--- src/rtl/tap_gesture_pkg.sv ---
// Shared types and constants for the tap gesture controller.
//   - state_e : gesture FSM state encoding (IDLE=0 .. HOLD=4)
//   - evt_e   : event code produced by the FSM for one cycle
//   - TIMER_W : width of the millisecond timer
package tap_gesture_pkg;

  localparam int TIMER_W = 16;

  typedef enum logic [2:0] {
    IDLE   = 3'd0,
    PRESS1 = 3'd1,
    WAIT2  = 3'd2,
    PRESS2 = 3'd3,
    HOLD   = 3'd4
  } state_e;

  typedef enum logic [1:0] {
    EVT_NONE   = 2'd0,
    EVT_SINGLE = 2'd1,
    EVT_DOUBLE = 2'd2,
    EVT_LONG   = 2'd3
  } evt_e;

endpackage

--- src/rtl/tap_gesture_ctrl_ms_timer.sv ---
// Millisecond timer: 16-bit counter that saturates at all-ones, with a
// synchronous clear and a compare flag for (count == limit - 1).
// Ports:
//   clk_1k : 1 kHz clock          rstn  : async active-low reset
//   clr    : synchronous clear    limit : compare limit (flag at limit-1)
//   count  : current count        hit   : count == limit - 1
module ms_timer
  import tap_gesture_pkg::*;
(
  input  logic               clk_1k,
  input  logic               rstn,
  input  logic               clr,
  input  logic [TIMER_W-1:0] limit,
  output logic [TIMER_W-1:0] count,
  output logic               hit
);

  logic [TIMER_W-1:0] count_d;
  logic [TIMER_W-1:0] count_q;

  // Next count: clear wins, otherwise count up and hold at saturation.
  always_comb begin
    count_d = count_q;
    if (clr) begin
      count_d = {TIMER_W{1'b0}};
    end else if (count_q == {TIMER_W{1'b1}}) begin
      count_d = count_q;
    end else begin
      count_d = count_q + {{(TIMER_W-1){1'b0}}, 1'b1};
    end
  end

  // Count register.
  always_ff @(posedge clk_1k or negedge rstn) begin
    if (!rstn) begin
      count_q <= {TIMER_W{1'b0}};
    end else begin
      count_q <= count_d;
    end
  end

  assign count = count_q;
  assign hit   = (count_q == (limit - {{(TIMER_W-1){1'b0}}, 1'b1}));

endmodule

--- src/rtl/tap_gesture_ctrl.sv ---
// Tap gesture controller: classifies a debounced button into single-tap,
// double-tap and long-press gestures on a 1 kHz time base and steps an LED
// mode register from them (single: +1, double: -1, long: reset to 0).
// Optional build macro TAP_GESTURE_REPEAT_EN: while held past a long press,
// emit a single_evt every REPEAT_MS ms until release.
// Ports:
//   clk_1k     : 1 kHz clock            rstn       : async active-low reset
//   btn_in     : debounced button (async to clk_1k), active-high
//   enable     : gesture engine enable (0 forces FSM idle, mode holds)
//   mode       : current LED mode (0..N_MODES-1)
//   single_evt : 1-cycle pulse per single tap (or auto-repeat)
//   double_evt : 1-cycle pulse per double tap
//   long_evt   : 1-cycle pulse per long press
//   busy       : FSM not in IDLE
module tap_gesture_ctrl
  import tap_gesture_pkg::*;
#(
  parameter int N_MODES    = 4,
  parameter int MODE_W     = 4,
  parameter int DBL_WIN_MS = 300,
  parameter int LONG_MS    = 1000,
  parameter int REPEAT_MS  = 250
) (
  input  logic              clk_1k,
  input  logic              rstn,
  input  logic              btn_in,
  input  logic              enable,
  output logic [MODE_W-1:0] mode,
  output logic              single_evt,
  output logic              double_evt,
  output logic              long_evt,
  output logic              busy
);

  // Reject configurations outside the supported ranges at elaboration.
  if (N_MODES < 2 || N_MODES > 16 || (2 ** MODE_W) < N_MODES ||
      DBL_WIN_MS < 1 || DBL_WIN_MS > 65535 || LONG_MS < 2 || LONG_MS > 65535 ||
      REPEAT_MS < 1 || REPEAT_MS > 65535) begin : g_param_check
    $error("tap_gesture_ctrl: parameter out of range");
  end

  localparam logic [TIMER_W-1:0] LONG_LIM = TIMER_W'(LONG_MS);
  localparam logic [TIMER_W-1:0] DBL_LIM  = TIMER_W'(DBL_WIN_MS);
  localparam logic [MODE_W-1:0]  MODE_MAX = MODE_W'(N_MODES - 1);
`ifdef TAP_GESTURE_REPEAT_EN
  localparam logic [TIMER_W-1:0] RPT_LIM  = TIMER_W'(REPEAT_MS);
`endif

  logic               sync1_q, btn_s_q, btn_d_q;
  logic               rise_s, fall_s;
  state_e             state_d, state_q;
  evt_e               evt_d;
  logic               single_evt_q, double_evt_q, long_evt_q;
  logic [MODE_W-1:0]  mode_d, mode_q;
  logic               rpt_clr_s, tmr_clr_s, tmr_hit_s;
  logic [TIMER_W-1:0] tmr_lim_s, tmr_cnt_s;

  // Two-flop synchronizer plus one delay flop for edge detection.
  always_ff @(posedge clk_1k or negedge rstn) begin
    if (!rstn) begin
      sync1_q <= 1'b0;
      btn_s_q <= 1'b0;
      btn_d_q <= 1'b0;
    end else begin
      sync1_q <= btn_in;
      btn_s_q <= sync1_q;
      btn_d_q <= btn_s_q;
    end
  end

  assign rise_s = btn_s_q & ~btn_d_q;
  assign fall_s = ~btn_s_q & btn_d_q;

  // Select the timeout the timer compares against in the current state.
  always_comb begin
    case (state_q)
      PRESS1:  tmr_lim_s = LONG_LIM;
      WAIT2:   tmr_lim_s = DBL_LIM;
`ifdef TAP_GESTURE_REPEAT_EN
      HOLD:    tmr_lim_s = RPT_LIM;
`endif
      default: tmr_lim_s = LONG_LIM;
    endcase
  end

  ms_timer u_timer (
    .clk_1k (clk_1k),
    .rstn   (rstn),
    .clr    (tmr_clr_s),
    .limit  (tmr_lim_s),
    .count  (tmr_cnt_s),
    .hit    (tmr_hit_s)
  );

  // Gesture next-state and event decode; enable low parks the FSM in IDLE.
  always_comb begin
    state_d   = state_q;
    evt_d     = EVT_NONE;
    rpt_clr_s = 1'b0;
    if (!enable) begin
      state_d = IDLE;
    end else begin
      case (state_q)
        IDLE: begin
          if (rise_s) state_d = PRESS1;
          else        state_d = IDLE;
        end
        PRESS1: begin
          if (fall_s) begin
            state_d = WAIT2;
          end else if (tmr_hit_s) begin
            state_d = HOLD;
            evt_d   = EVT_LONG;
          end else begin
            state_d = PRESS1;
          end
        end
        WAIT2: begin
          // A second rise on the last window cycle still counts as double.
          if (rise_s && (tmr_cnt_s <= (DBL_LIM - 16'd1))) begin
            state_d = PRESS2;
            evt_d   = EVT_DOUBLE;
          end else if (tmr_hit_s) begin
            state_d = IDLE;
            evt_d   = EVT_SINGLE;
          end else begin
            state_d = WAIT2;
          end
        end
        PRESS2: begin
          if (fall_s) state_d = IDLE;
          else        state_d = PRESS2;
        end
        HOLD: begin
          if (fall_s) begin
            state_d = IDLE;
`ifdef TAP_GESTURE_REPEAT_EN
          end else if (tmr_hit_s) begin
            state_d   = HOLD;
            evt_d     = EVT_SINGLE;
            rpt_clr_s = 1'b1;
`endif
          end else begin
            state_d = HOLD;
          end
        end
        default: state_d = IDLE;
      endcase
    end
  end

  // Timer restarts on every state change, every auto-repeat and while disabled.
  assign tmr_clr_s = (state_d != state_q) | rpt_clr_s | ~enable;

  // Mode update one cycle after the registered event pulse.
  always_comb begin
    mode_d = mode_q;
    if (single_evt_q) begin
      mode_d = (mode_q == MODE_MAX) ? {MODE_W{1'b0}} : mode_q + {{(MODE_W-1){1'b0}}, 1'b1};
    end else if (double_evt_q) begin
      mode_d = (mode_q == {MODE_W{1'b0}}) ? MODE_MAX : mode_q - {{(MODE_W-1){1'b0}}, 1'b1};
    end else if (long_evt_q) begin
      mode_d = {MODE_W{1'b0}};
    end else begin
      mode_d = mode_q;
    end
  end

  // FSM state, event pulses and mode register.
  always_ff @(posedge clk_1k or negedge rstn) begin
    if (!rstn) begin
      state_q      <= IDLE;
      single_evt_q <= 1'b0;
      double_evt_q <= 1'b0;
      long_evt_q   <= 1'b0;
      mode_q       <= {MODE_W{1'b0}};
    end else begin
      state_q      <= state_d;
      single_evt_q <= (evt_d == EVT_SINGLE);
      double_evt_q <= (evt_d == EVT_DOUBLE);
      long_evt_q   <= (evt_d == EVT_LONG);
      mode_q       <= mode_d;
    end
  end

  assign mode       = mode_q;
  assign single_evt = single_evt_q;
  assign double_evt = double_evt_q;
  assign long_evt   = long_evt_q;
  assign busy       = (state_q != IDLE);

endmodule

--- config.mk ---
export PLATFORM = sky130hd
export DESIGN_NAME = tap_gesture_ctrl
export DESIGN_NICKNAME = d
export VERILOG_FILES = /design/src/rtl/tap_gesture_pkg.sv /design/src/rtl/tap_gesture_ctrl_ms_timer.sv /design/src/rtl/tap_gesture_ctrl.sv
export SDC_FILE = /design/constraint.sdc
export NUM_CORES = 1
export LEC_CHECK = 0
export ABC_AREA = 1
export CORE_ASPECT_RATIO = 1.4
export CORE_MARGIN = 2
export CORE_UTILIZATION = 45
export DETAILED_ROUTE_END_ITERATION = 8
export GPL_TIMING_DRIVEN = 0
export PLACE_DENSITY = 0.65
export SYNTH_ARGS = -nofsm -noshare
export SYNTH_HDL_FRONTEND = slang
export SYNTH_HIERARCHICAL = 1
export SYNTH_SLANG_ARGS = --single-unit
--- constraint.sdc ---
create_clock -name clk_1k -period 2.7 [get_ports clk_1k]
set_clock_uncertainty 0.05 [all_clocks]
set_input_delay 0.54 -clock clk_1k [delete_from_list [all_inputs] [get_ports clk_1k]]
set_output_delay 0.54 -clock clk_1k [all_outputs]
set_load 0.02 [all_outputs]
# Word level (Yosys, flattened, before mapping)
# Index checks and enable logic that the tools add are counted.
[classes]
muxes = 23
reduce_logical = 5
order_cmp = 1
addsub = 4
n_eq_ne = 12
n_bitwise = 6
[op_table]
columns = ["operator", "n"]
rows = [
  ["16-bit two-way mux", 2],
  ["4-bit two-way mux", 5],
  ["16-bit by 1-bit adder with 16-bit output (second input constant)", 1],
  ["16-bit equality test", 1],
  ["16-bit equality test (second input constant)", 1],
  ["16-bit by 9-bit less-or-equal comparator with 1-bit output (second input constant)", 1],
  ["3-bit case mux with 5 select lines", 1],
  ["2-bit two-way mux", 7],
  ["3-bit two-way mux", 4],
  ["10-bit by 1-bit subtractor with 11-bit output (second input constant)", 1],
  ["10-bit two-way mux", 1],
  ["3-bit by 2-bit equality test with 1-bit output (second input constant)", 2],
  ["3-bit nonzero test", 2],
  ["4-bit by 1-bit adder with 4-bit output (second input constant)", 1],
  ["2-bit equality test (second input constant)", 2],
  ["4-bit by 2-bit equality test with 1-bit output (second input constant)", 1],
  ["4-bit zero test", 1],
  ["2-bit case mux with 2 select lines", 1],
  ["4-bit by 1-bit subtractor with 4-bit output (second input constant)", 1],
  ["3-bit by 1-bit equality test with 1-bit output (second input constant)", 1],
  ["3-bit equality test (second input constant)", 1],
  ["3-bit zero test", 1],
  ["3-bit != test", 1],
  ["1-bit inverter", 3],
  ["6 further kinds", 8],
]
[word_totals]
register_bits = 29
input_bits = 4
elab_cells = 60
out_inout_bits = 8

# Logic depth before layout (Yosys ltp)
# Gate-level depths: netlist (run 1).
[logic_depth]
depth_word = 11
depth_mapped = 28
depth_no_buf = 28

# Cells and area by module
# Netlist (run 1), hierarchy kept.
[by_module_without_submodules]
columns = ["mod", "area_per_inst_um2", "cells_each", "seq_area_each_um2", "n_inst"]
rows = [
  ["ms_timer", 1636.6, 269, 400.4, 1],
  ["tap_gesture_ctrl", 837.1, 120, 325.3, 1],
]

# Worst setup path before layout (run 1)
# No wires, ideal clock.
[synth_timing]
kind = "reg2reg"
from = "reg state_q[0]"
to = "reg u_timer.count_q[11], in the netlist u_timer/count[11]"
required_ps = 2533
n_path_buf = 0
setup_ps = 117
arrival_time_ps = 2824
synth_period_minus_slack_ps = 2991
setup_slack_ps = -291
stages_incl_launch_ff = 24
path_cell_list = "dfrtp_1 nor3_4 inv_1 xor2_1 nand2_1 o21ai_1 nor2_1 nand3_1 nor2_1 nor3_1 nor2_2 nand2_1 nand3_1 nand2_1 nor2_1 nand2_1 nor2_1 inv_2 nor2_4 nor2_1 nand2_1 nand2_1 nand2_1 nor2_1"
[synth_between]
elab_chain_len = 11
word_cells_on_any_way = 18
classes_between = "add/sub: 1; eq/ne: 7; mux: 8; bitwise: 1; reduce/logical: 1"
[synth_lines]
columns = ["element", "line", "source"]
rows = [
  ["from (decl)", "tap_gesture_ctrl.sv:51", "state_e state_d, state_q;"],
  ["from (signal assigned)", "tap_gesture_ctrl.sv:178", "state_q <= state_d;"],
  ["3-bit by 2-bit equality test with 1-bit output (*)", "tap_gesture_ctrl.sv:76", "case (state_q)"],
  ["10-bit two-way mux (*)", "tap_gesture_ctrl.sv:76", ""],
  ["net tmr_lim_s[2]", "tap_gesture_ctrl.sv:56", "logic [TIMER_W-1:0] tmr_lim_s, tmr_cnt_s;"],
  ["10-bit by 1-bit subtractor with 11-bit output (*)", "tap_gesture_ctrl_ms_timer.sv:43", "assign hit = (count_q == (limit - {{(TIMER_W-1){1'b0}}, 1'b1}));"],
  ["16-bit equality test (*)", "tap_gesture_ctrl_ms_timer.sv:43", ""],
  ["net tmr_hit_s", "tap_gesture_ctrl.sv:55", "logic rpt_clr_s, tmr_clr_s, tmr_hit_s;"],
  ["3-bit two-way mux or 2-bit two-way mux (tied branches)", "tap_gesture_ctrl.sv:111, tap_gesture_ctrl.sv:123", ""],
  ["3-bit two-way mux or 2-bit two-way mux (tied branches)", "tap_gesture_ctrl.sv:109, tap_gesture_ctrl.sv:120", ""],
  ["3-bit case mux with 5 select lines (*)", "tap_gesture_ctrl.sv:103", "case (state_q)"],
  ["3-bit two-way mux (*)", "tap_gesture_ctrl.sv:100", "if (!enable) begin"],
  ["3-bit != test (*)", "tap_gesture_ctrl.sv:153", "assign tmr_clr_s = (state_d != state_q) | rpt_clr_s | ~enable;"],
  ["1-bit bitwise OR (*)", "tap_gesture_ctrl.sv:153", ""],
  ["net tmr_clr_s", "tap_gesture_ctrl.sv:55", ""],
  ["2-bit != test (no line) or 16-bit two-way mux (tied branches)", "n/a", ""],
  ["to (signal assigned)", "tap_gesture_ctrl_ms_timer.sv:36", "count_q <= {TIMER_W{1'b0}};"],
  ["to (signal assigned)", "tap_gesture_ctrl_ms_timer.sv:38", "count_q <= count_d;"],
  ["to (decl)", "tap_gesture_ctrl_ms_timer.sv:19", "logic [TIMER_W-1:0] count_q;"],
]
# The timed path passes the listed nets; every way through them passes the cells marked *.
# A chain may end at the register's enable or synchronous reset.

# Final worst setup path (run 1)
[layout_timing]
from = "reg state_q[1]"
to = "reg u_timer.count_q[11], in the netlist u_timer/count[11]"
# The elaborated chain is that of the path after synthesis.

==> results of run 1 <==
[how the worst max path moves through the flow]
stage                                     from                       endpoint  slack (ps)  cells past startpoint
after floorplan           state_q[1]$_DFF_PN0_  u_timer/count[11]$_DFFE_PN0P_         -70                     27
after global placement    state_q[1]$_DFF_PN0_   u_timer/count[1]$_DFFE_PN0P_        -580                     23
after detailed placement  state_q[1]$_DFF_PN0_   u_timer/count[1]$_DFFE_PN0P_        -640                     23
after CTS                 state_q[0]$_DFF_PN0_  u_timer/count[11]$_DFFE_PN0P_        -240                     26
after global routing      state_q[1]$_DFF_PN0_  u_timer/count[11]$_DFFE_PN0P_        -470                     27
final                     state_q[1]$_DFF_PN0_  u_timer/count[11]$_DFFE_PN0P_        -340                     27
[cells by family (layout without fill, tap and decap cells)]
| kind of cell | Yosys count | after routing | synth area share |
|---|---|---|---|
| fa+ha+maj | 4 | 4 | 0.0202 |
| xor+xnor | 10 | 10 | 0.0354 |
| other cells | 2 | 35 | 0.00304 |
| compound gates | 37 | 37 | 0.0865 |
| buf+inv | 63 | 102 | 0.0956 |
| flops | 29 | 29 | 0.293 |
| simple gates | 244 | 245 | 0.466 |
[layer usage]
metal  up-vias  wire [µm]
li1       1352          -
met1      1163       2560
met5         -          0
met4         0        110
met3        11        154
met2        37       3240
[power by group through the flow]
stage / logic, mW / registers (mW) / clock network [mW]
detailed placement: 0.254 / 0.496 / 0
global route: 0.361 / 0.492 / 0.378
finish: 0.321 / 0.487 / 0.345
global placement: 0.251 / 0.495 / 0
floorplan: 0.176 / 0.501 / 0
CTS: 0.301 / 0.487 / 0.354
[critical path: cells and delay by family, from the launching register on]
family	cells	cell delay, ps
AND/OR/NAND/NOR	24	2270
buffers and inverters	3	220
flip-flops	1	370
[state kept, by name, summed over array words and instances, names as in the netlist]
| name | flops |
|---|---|
| btn_d_q | 1 |
| btn_s_q | 1 |
| double_evt | 1 |
| long_evt | 1 |
| mode | 4 |
| single_evt | 1 |
| state_q | 3 |
| sync1_q | 1 |
| u_timer/count | 16 |
[placed cells by master, fill, tap and decap left out, types with 11 or more instances in the layout]
| cell type | netlist | routed |
|---|---|---|
| sky130_fd_sc_hd__buf_4 | 0 | 18 |
| sky130_fd_sc_hd__conb_1 | 2 | 35 |
| sky130_fd_sc_hd__dfrtp_1 | 29 | 27 |
| sky130_fd_sc_hd__inv_1 | 49 | 47 |
| sky130_fd_sc_hd__inv_2 | 12 | 12 |
| sky130_fd_sc_hd__nand2_1 | 110 | 103 |
| sky130_fd_sc_hd__nand2_2 | 4 | 11 |
| sky130_fd_sc_hd__nand3_1 | 37 | 33 |
| sky130_fd_sc_hd__nor2_1 | 56 | 50 |
| sky130_fd_sc_hd__o21ai_1 | 12 | 11 |
[repair_timing]
item	in CTS	in global routing
setup buffers	14	5
cloned	2	0
hold buffers	0	0
gates resized for setup	22	13
endpoints found under the setup margin	16	16
pin swaps	12	18
[layout make-up]
cell class,instances,share of cell area
repair buffers,31,0.0830
inverters,62,0.0775
flip-flops and latches,29,0.230
multi-input cells,331,0.553
well taps,66,0.0261
plain buffers,1,0.00356
clock inverters,3,0.00553
clock buffers,5,0.0217
==> metrics.log, run 1 <==
INFO  metric run_status = complete, but fails checks
INFO  metric violations = negative setup slack
INFO  metric finalWeightedCongestion = 0.829
INFO  metric cts_buffers = 5
INFO  metric groute.layer.met2.usage = 0.378
INFO  metric ys_seq_area_frac = 0.293
INFO  metric finalInstanceArea = between 3000 and 4000 µm²
INFO  metric vias = 2,563
INFO  metric detailedRoute.firstPassIterationCount = 4
INFO  metric rr_endpoint = u_timer/count[11]$_DFFE_PN0P_
INFO  metric timing.slew.headroom = 0.553
INFO  metric clock_insertion_delay_worst_skew = 280 ps
INFO  metric multi_input_area = 1750 µm²
INFO  metric holdWs = around 250 ps
INFO  metric finalNetCount = around 470
INFO  metric ys_types = 37
INFO  metric depth_of_the_most_critical_reg_to_reg_path = 27
INFO  metric power = 1.15 mW
INFO  metric placement_rows = 31
INFO  metric fillers = 518
INFO  metric netSwitchingPower = 0.388 mW
INFO  metric avgRoutedWirePerCell = around 11 µm
INFO  metric clk_path_buf_depth = 2
INFO  metric track_usage = 0.210
INFO  metric worst_setup_hold_path_clk_slew = 60 ps
INFO  metric grt_setup_unrepaired = true
INFO  metric cp.required = roughly 2800 ps
INFO  metric antenna_found_initial = 0
INFO  metric drt-initial-drc-count = roughly 120
INFO  metric finalWorstPathRequiredPeriod = 3040 ps
INFO  metric cell_at_the_root_of_the_clock_tree = sky130_fd_sc_hd__clkbuf_8
INFO  metric sum_neg_setup_slack = -3710 ps
INFO  metric worst_ep_arrival_time = approximately 3200 ps
INFO  metric maximum_number_of_pins_on_one_net_before_global_route_repair = 30
INFO  metric hold_violations = 0
INFO  metric mappedNetlistArea = 2470 µm²
INFO  metric area.sequential = 728 µm²
INFO  metric portion_of_total_power_attributed_to_the_clock_network = 0.299
INFO  metric synth_top_cell_area_share = 0.293
INFO  metric vias_per_cell = 4.85
INFO  metric worst_path_largest_cell_delay = 370 ps
INFO  metric netlist_instances = 389
INFO  metric floorplan.die_area = 6110 µm²
INFO  metric synth_most_common_cell = sky130_fd_sc_hd__nand2_1
INFO  metric final_min_period_over_clock_period = 1.12
INFO  metric power.internal = 0.765 mW
INFO  metric fmax = roughly 0.33 GHz
INFO  metric grt.met3_usage = 0.0356
INFO  metric peakVddDrop = approximately 280 µV
INFO  metric layout.core_utilization = 0.605
INFO  metric tritoncts = built
INFO  metric synth.avg_cell_area = 6.36 µm²
INFO  metric die_h = 91.7 µm
INFO  metric n_antenna_cell = 0
INFO  metric total_cell_area_at_the_placement_stage = 2810 µm²
INFO  metric worst_setup_path_start_kind = register
INFO  metric power_frac_seq = 0.423
INFO  metric tightest_slew = 670 ps
INFO  metric synth-edff-count = 0
INFO  metric chipWidth = 66.7 µm
INFO  metric globalRoute.totalOverflow = 0
INFO  metric synthTopCellsByArea = sky130_fd_sc_hd__dfrtp_1 29%, sky130_fd_sc_hd__nand2_1 17%, sky130_fd_sc_hd__nor2_1 8.5%, sky130_fd_sc_hd__nand3_1 7.5%, sky130_fd_sc_hd__inv_1 7.4%
INFO  metric critPathKind = register to register
INFO  metric port_buffers = 11
INFO  metric timing.final.setup_violations = 16
INFO  metric remaining_design_rule_violation_count = 0
INFO  metric synthArstFlopShare = 1.00
INFO  metric global_route.usage.met1 = 0.254
INFO  metric critPathMostFrequentCell = sky130_fd_sc_hd__nand2_2
INFO  metric post-place-ws = -641 ps
INFO  metric postRouteAntennaNets = 0
INFO  metric synth_ff_type = sky130_fd_sc_hd__dfrtp_1
INFO  metric post-route-worst-setup-slack = -337 ps
INFO  metric final_layout_size_suffix_gt1_frac = 0.206
INFO  metric cellPowerDensity = 364 nW/µm²
INFO  metric initial_core_util = 0.472
INFO  metric timing.critical_path.fanout_max = 4
INFO  metric post_synth_most_frequent_cells = 110 x sky130_fd_sc_hd__nand2_1, 56 x sky130_fd_sc_hd__nor2_1, 49 x sky130_fd_sc_hd__inv_1
INFO  metric regToRegSetupSlack = -340 ps
INFO  metric number_of_global_route_vias_before_repair = 2,432
INFO  metric wl = 6.07 mm
INFO  metric drv.max_cap_violation_count = 0
INFO  metric syn_to_final_growth = 28.0%
INFO  metric power_leakage = 1.61 nW
INFO  metric power_frac_comb = 0.278
INFO  metric critPathSlowestCell = sky130_fd_sc_hd__dfrtp_1
INFO  metric worstSetupEndpointType = register
INFO  metric yosysWarnings = 6
INFO  metric place_inst = between 400 and 500
INFO  metric synth_top_cell_by_area = sky130_fd_sc_hd__dfrtp_1
INFO  metric cts_htree_levels = 2
INFO  metric final-instance-count-excl-fill = 528
INFO  metric switching_share = 0.336
INFO  metric dpl.hpwl = 4.47 mm
INFO  metric worst_hold_path_type = input port to async pin
INFO  metric core-area = 5240 µm²
INFO  metric clkSinkCount = 29
INFO  metric grt_pass1_wl = 10.2 mm
INFO  metric ys_ff_latch = 29
INFO  metric rr_startpoint = state_q[1]$_DFF_PN0_
INFO  metric grt.busiest_layer = met2
INFO  metric slew_viol_final = 0
INFO  metric top_level_ports = 12
Power figures use the tool's default switching activity.
==> run 2, diff against run 1 <==
- CORE_MARGIN: 2 -> not set
- SETUP_SLACK_MARGIN: not set -> 0.15
==> metrics.log, run 2 (synthesis gave the netlist of run 1 again) <==
INFO  metric grt_setup_unrepaired = true
INFO  metric timing.critical_path.fanout_max = 4 (unchanged)
INFO  metric multi_input_area = 1760 µm² (+0.57%)
INFO  metric drt-initial-drc-count = 118 (-0.84%)
INFO  metric peakVddDrop = 274 µV (-3.3%)
INFO  metric number_of_global_route_vias_before_repair = 2,391 (-1.7%)
INFO  metric wl = 6.37 mm (+4.9%)
INFO  metric core-area = 5240 µm² (unchanged)
INFO  metric regToRegSetupSlack = -330 ps (about the same)
INFO  metric run_status = complete, but fails checks
INFO  metric timing.final.setup_violations = 17 (+1)
INFO  metric clock_insertion_delay_worst_skew = 280 ps (about the same)
INFO  metric vias_per_cell = 4.84 (-0.29%)
INFO  metric top_level_ports = 12 (unchanged)
INFO  metric tightest_slew = 669 ps (-1.60 ps)
INFO  metric finalWorstPathRequiredPeriod = 3030 ps (-6.86 ps)
INFO  metric avgRoutedWirePerCell = 12.0 µm (+4.1%)
INFO  metric worst_setup_path_start_kind = register
INFO  metric cts_buffers = 5 (unchanged)
INFO  metric port_buffers = 11 (unchanged)
INFO  metric clk_path_buf_depth = 2 (unchanged)
INFO  metric final_layout_size_suffix_gt1_frac = 0.208 (+0.00253)
INFO  metric cell_at_the_root_of_the_clock_tree = sky130_fd_sc_hd__clkbuf_8
INFO  metric tritoncts = built
INFO  metric depth_of_the_most_critical_reg_to_reg_path = 26 (-3.7%)
INFO  metric dpl.hpwl = 4.44 mm (-0.72%)
INFO  metric post-route-worst-setup-slack = -330 ps (+6.86 ps)
INFO  metric drv.max_cap_violation_count = 0 (unchanged)
INFO  metric power = 1.17 mW (+1.7%)
INFO  metric syn_to_final_growth = 30.2%
INFO  metric clkSinkCount = 29 (unchanged)
INFO  metric worstSetupEndpointType = register
INFO  metric die_h = 89.7 µm (-2.2%)
INFO  metric violations = negative setup slack
INFO  metric vias = 2,575 (+0.47%)
INFO  metric worst_ep_arrival_time = 3140 ps (about the same)
INFO  metric hold_violations = 0 (unchanged)
INFO  metric fmax = 0.330 GHz (+0.23%)
INFO  metric worst_hold_path_type = input port to async pin
INFO  metric floorplan.die_area = 5800 µm² (-5.1%)
INFO  metric remaining_design_rule_violation_count = 0 (unchanged)
INFO  metric initial_core_util = 0.472 (unchanged)
INFO  metric total_cell_area_at_the_placement_stage = 2820 µm² (+0.36%)
INFO  metric critPathKind = register to register
INFO  metric maximum_number_of_pins_on_one_net_before_global_route_repair = 30 (unchanged)
INFO  metric detailedRoute.firstPassIterationCount = 4 (unchanged)
INFO  metric rr_endpoint = u_timer/count[14]$_DFFE_PN0P_
INFO  metric worst_setup_hold_path_clk_slew = 60 ps (about the same)
INFO  metric n_antenna_cell = 0 (unchanged)
INFO  metric antenna_found_initial = 0 (unchanged)
INFO  metric postRouteAntennaNets = 0 (unchanged)
INFO  metric rr_startpoint = state_q[0]$_DFF_PN0_
INFO  metric chipWidth = 64.7 µm (-3.0%)
INFO  metric globalRoute.totalOverflow = 0 (unchanged)
INFO  metric placement_rows = 31 (unchanged)
INFO  metric largest_reg_flops = 16 (unchanged)
INFO  metric area.sequential = 728 µm² (unchanged)
INFO  metric grt_pass1_wl = 10.6 mm (+3.6%)
INFO  metric slew_viol_final = 0 (unchanged)
INFO  metric finalInstanceArea = 3220 µm² (+1.7%)
INFO  metric finalNetCount = 473 (+0.85%)
INFO  metric final_min_period_over_clock_period = 1.12 (-0.00254)
INFO  metric finalWeightedCongestion = 0.849 (+2.4%)
INFO  metric mostFrequentLayoutCells = 104 x sky130_fd_sc_hd__nand2_1, 50 x sky130_fd_sc_hd__nor2_1, 47 x sky130_fd_sc_hd__inv_1
INFO  metric fillers = 516 (-0.39%)
INFO  metric leading_cell_type_in_the_layout_fill_and_taps_excluded = sky130_fd_sc_hd__nand2_1
INFO  metric layout.core_utilization = 0.615 (+0.0105)
INFO  metric cp.required = 2810 ps (about the same)
INFO  metric timing.slew.headroom = 0.554 (+0.00107)
INFO  metric cts_htree_levels = 2 (unchanged)
INFO  metric cellPowerDensity = 364 nW/µm² (about the same)
INFO  metric track_usage = 0.233 (+0.0233)
INFO  metric holdWs = 239 ps (-6.84 ps)
INFO  metric power_leakage = 1.64 nW (+2.3%)
==> run 2: worst max path at each step <==
| stage | end | cells past startpoint | from | slack, ps |
|---|---|---|---|---|
| final | u_timer/count[14]$_DFFE_PN0P_ | 26 | state_q[0]$_DFF_PN0_ | -330 |
| after CTS | u_timer/count[11]$_DFFE_PN0P_ | 27 | state_q[0]$_DFF_PN0_ | -150 |
| after detailed placement | u_timer/count[11]$_DFFE_PN0P_ | 27 | state_q[1]$_DFF_PN0_ | -640 |
| after global placement | u_timer/count[11]$_DFFE_PN0P_ | 27 | state_q[1]$_DFF_PN0_ | -600 |
| after global routing | u_timer/count[11]$_DFFE_PN0P_ | 27 | state_q[0]$_DFF_PN0_ | -480 |
| after floorplan | u_timer/count[11]$_DFFE_PN0P_ | 27 | state_q[1]$_DFF_PN0_ | -70 |
==> run 2: worst max-delay path: stages (launching register included) <==
cell and delay, ps:
sky130_fd_sc_hd__dfrtp_2 430, sky130_fd_sc_hd__nor3_4 200, sky130_fd_sc_hd__buf_6 170, sky130_fd_sc_hd__inv_4 50, sky130_fd_sc_hd__nand2_4 50, sky130_fd_sc_hd__nand2_2 50, sky130_fd_sc_hd__nand2_1 50, sky130_fd_sc_hd__nand2_1 50
sky130_fd_sc_hd__nor2_1 100, sky130_fd_sc_hd__nand3_1 80, sky130_fd_sc_hd__nor2_1 130, sky130_fd_sc_hd__nand3_2 110, sky130_fd_sc_hd__nor2_4 190, sky130_fd_sc_hd__nor3_2 70, sky130_fd_sc_hd__nor2_2 110, sky130_fd_sc_hd__nand2_1 90
sky130_fd_sc_hd__nand3_1 80, sky130_fd_sc_hd__nand2_1 70, sky130_fd_sc_hd__nor2_2 110, sky130_fd_sc_hd__nand2_2 100, sky130_fd_sc_hd__nor2_4 100, sky130_fd_sc_hd__buf_4 130, sky130_fd_sc_hd__nor2_4 40, sky130_fd_sc_hd__nand2_2 80
sky130_fd_sc_hd__clkinv_2 60, sky130_fd_sc_hd__a21oi_1 120, sky130_fd_sc_hd__nor2_1 50
==> run 2: area by class of cell <==
class                   instances  share of cell area
multi-input cells             331               0.546
flip-flops and latches         29               0.226
repair buffers                 35              0.0952
inverters                      62              0.0765
well taps                      66              0.0256
clock buffers                   6              0.0225
plain buffers                   1             0.00466
clock inverters                 2             0.00311
==> run 2: repair_timing <==
action	in CTS	in global routing
gates resized for setup	19	14
hold buffers	0	0
gates cloned	1	1
buffers inserted	22	1
endpoints found under the setup margin	16	17
pin swaps	9	4
==> run 2: where the power goes <==
group | switching [mW] | leakage [nW] | internal (mW)
registers | 0.0282 | 0.388 | 0.459
clock network | 0.161 | 0.0450 | 0.178
logic | 0.200 | 1.21 | 0.147
==> run 2: routing by layer <==
layer | share of wire | global-route usage | wire length, µm
met2 | 0.52 | 0.418 | 3330
met1 | 0.43 | 0.272 | 2720
met4 | 0.024 | 0.0852 | 153
met3 | 0.026 | 0.0368 | 165
met5 | 0 | 0 | 0
==> run 2: per-stage QoR <==
step | TNS [ps] | setup WS (ps) | cells
3_5_place_dp | -9040 | -641 | 499
3_3_place_gp | -8390 | -605 | 499
5_1_grt | -6680 | -485 | 532
6_report | -4290 | -330 | 532
2_1_floorplan | -201 | -68.6 | 422
4_1_cts | -1230 | -146 | 530
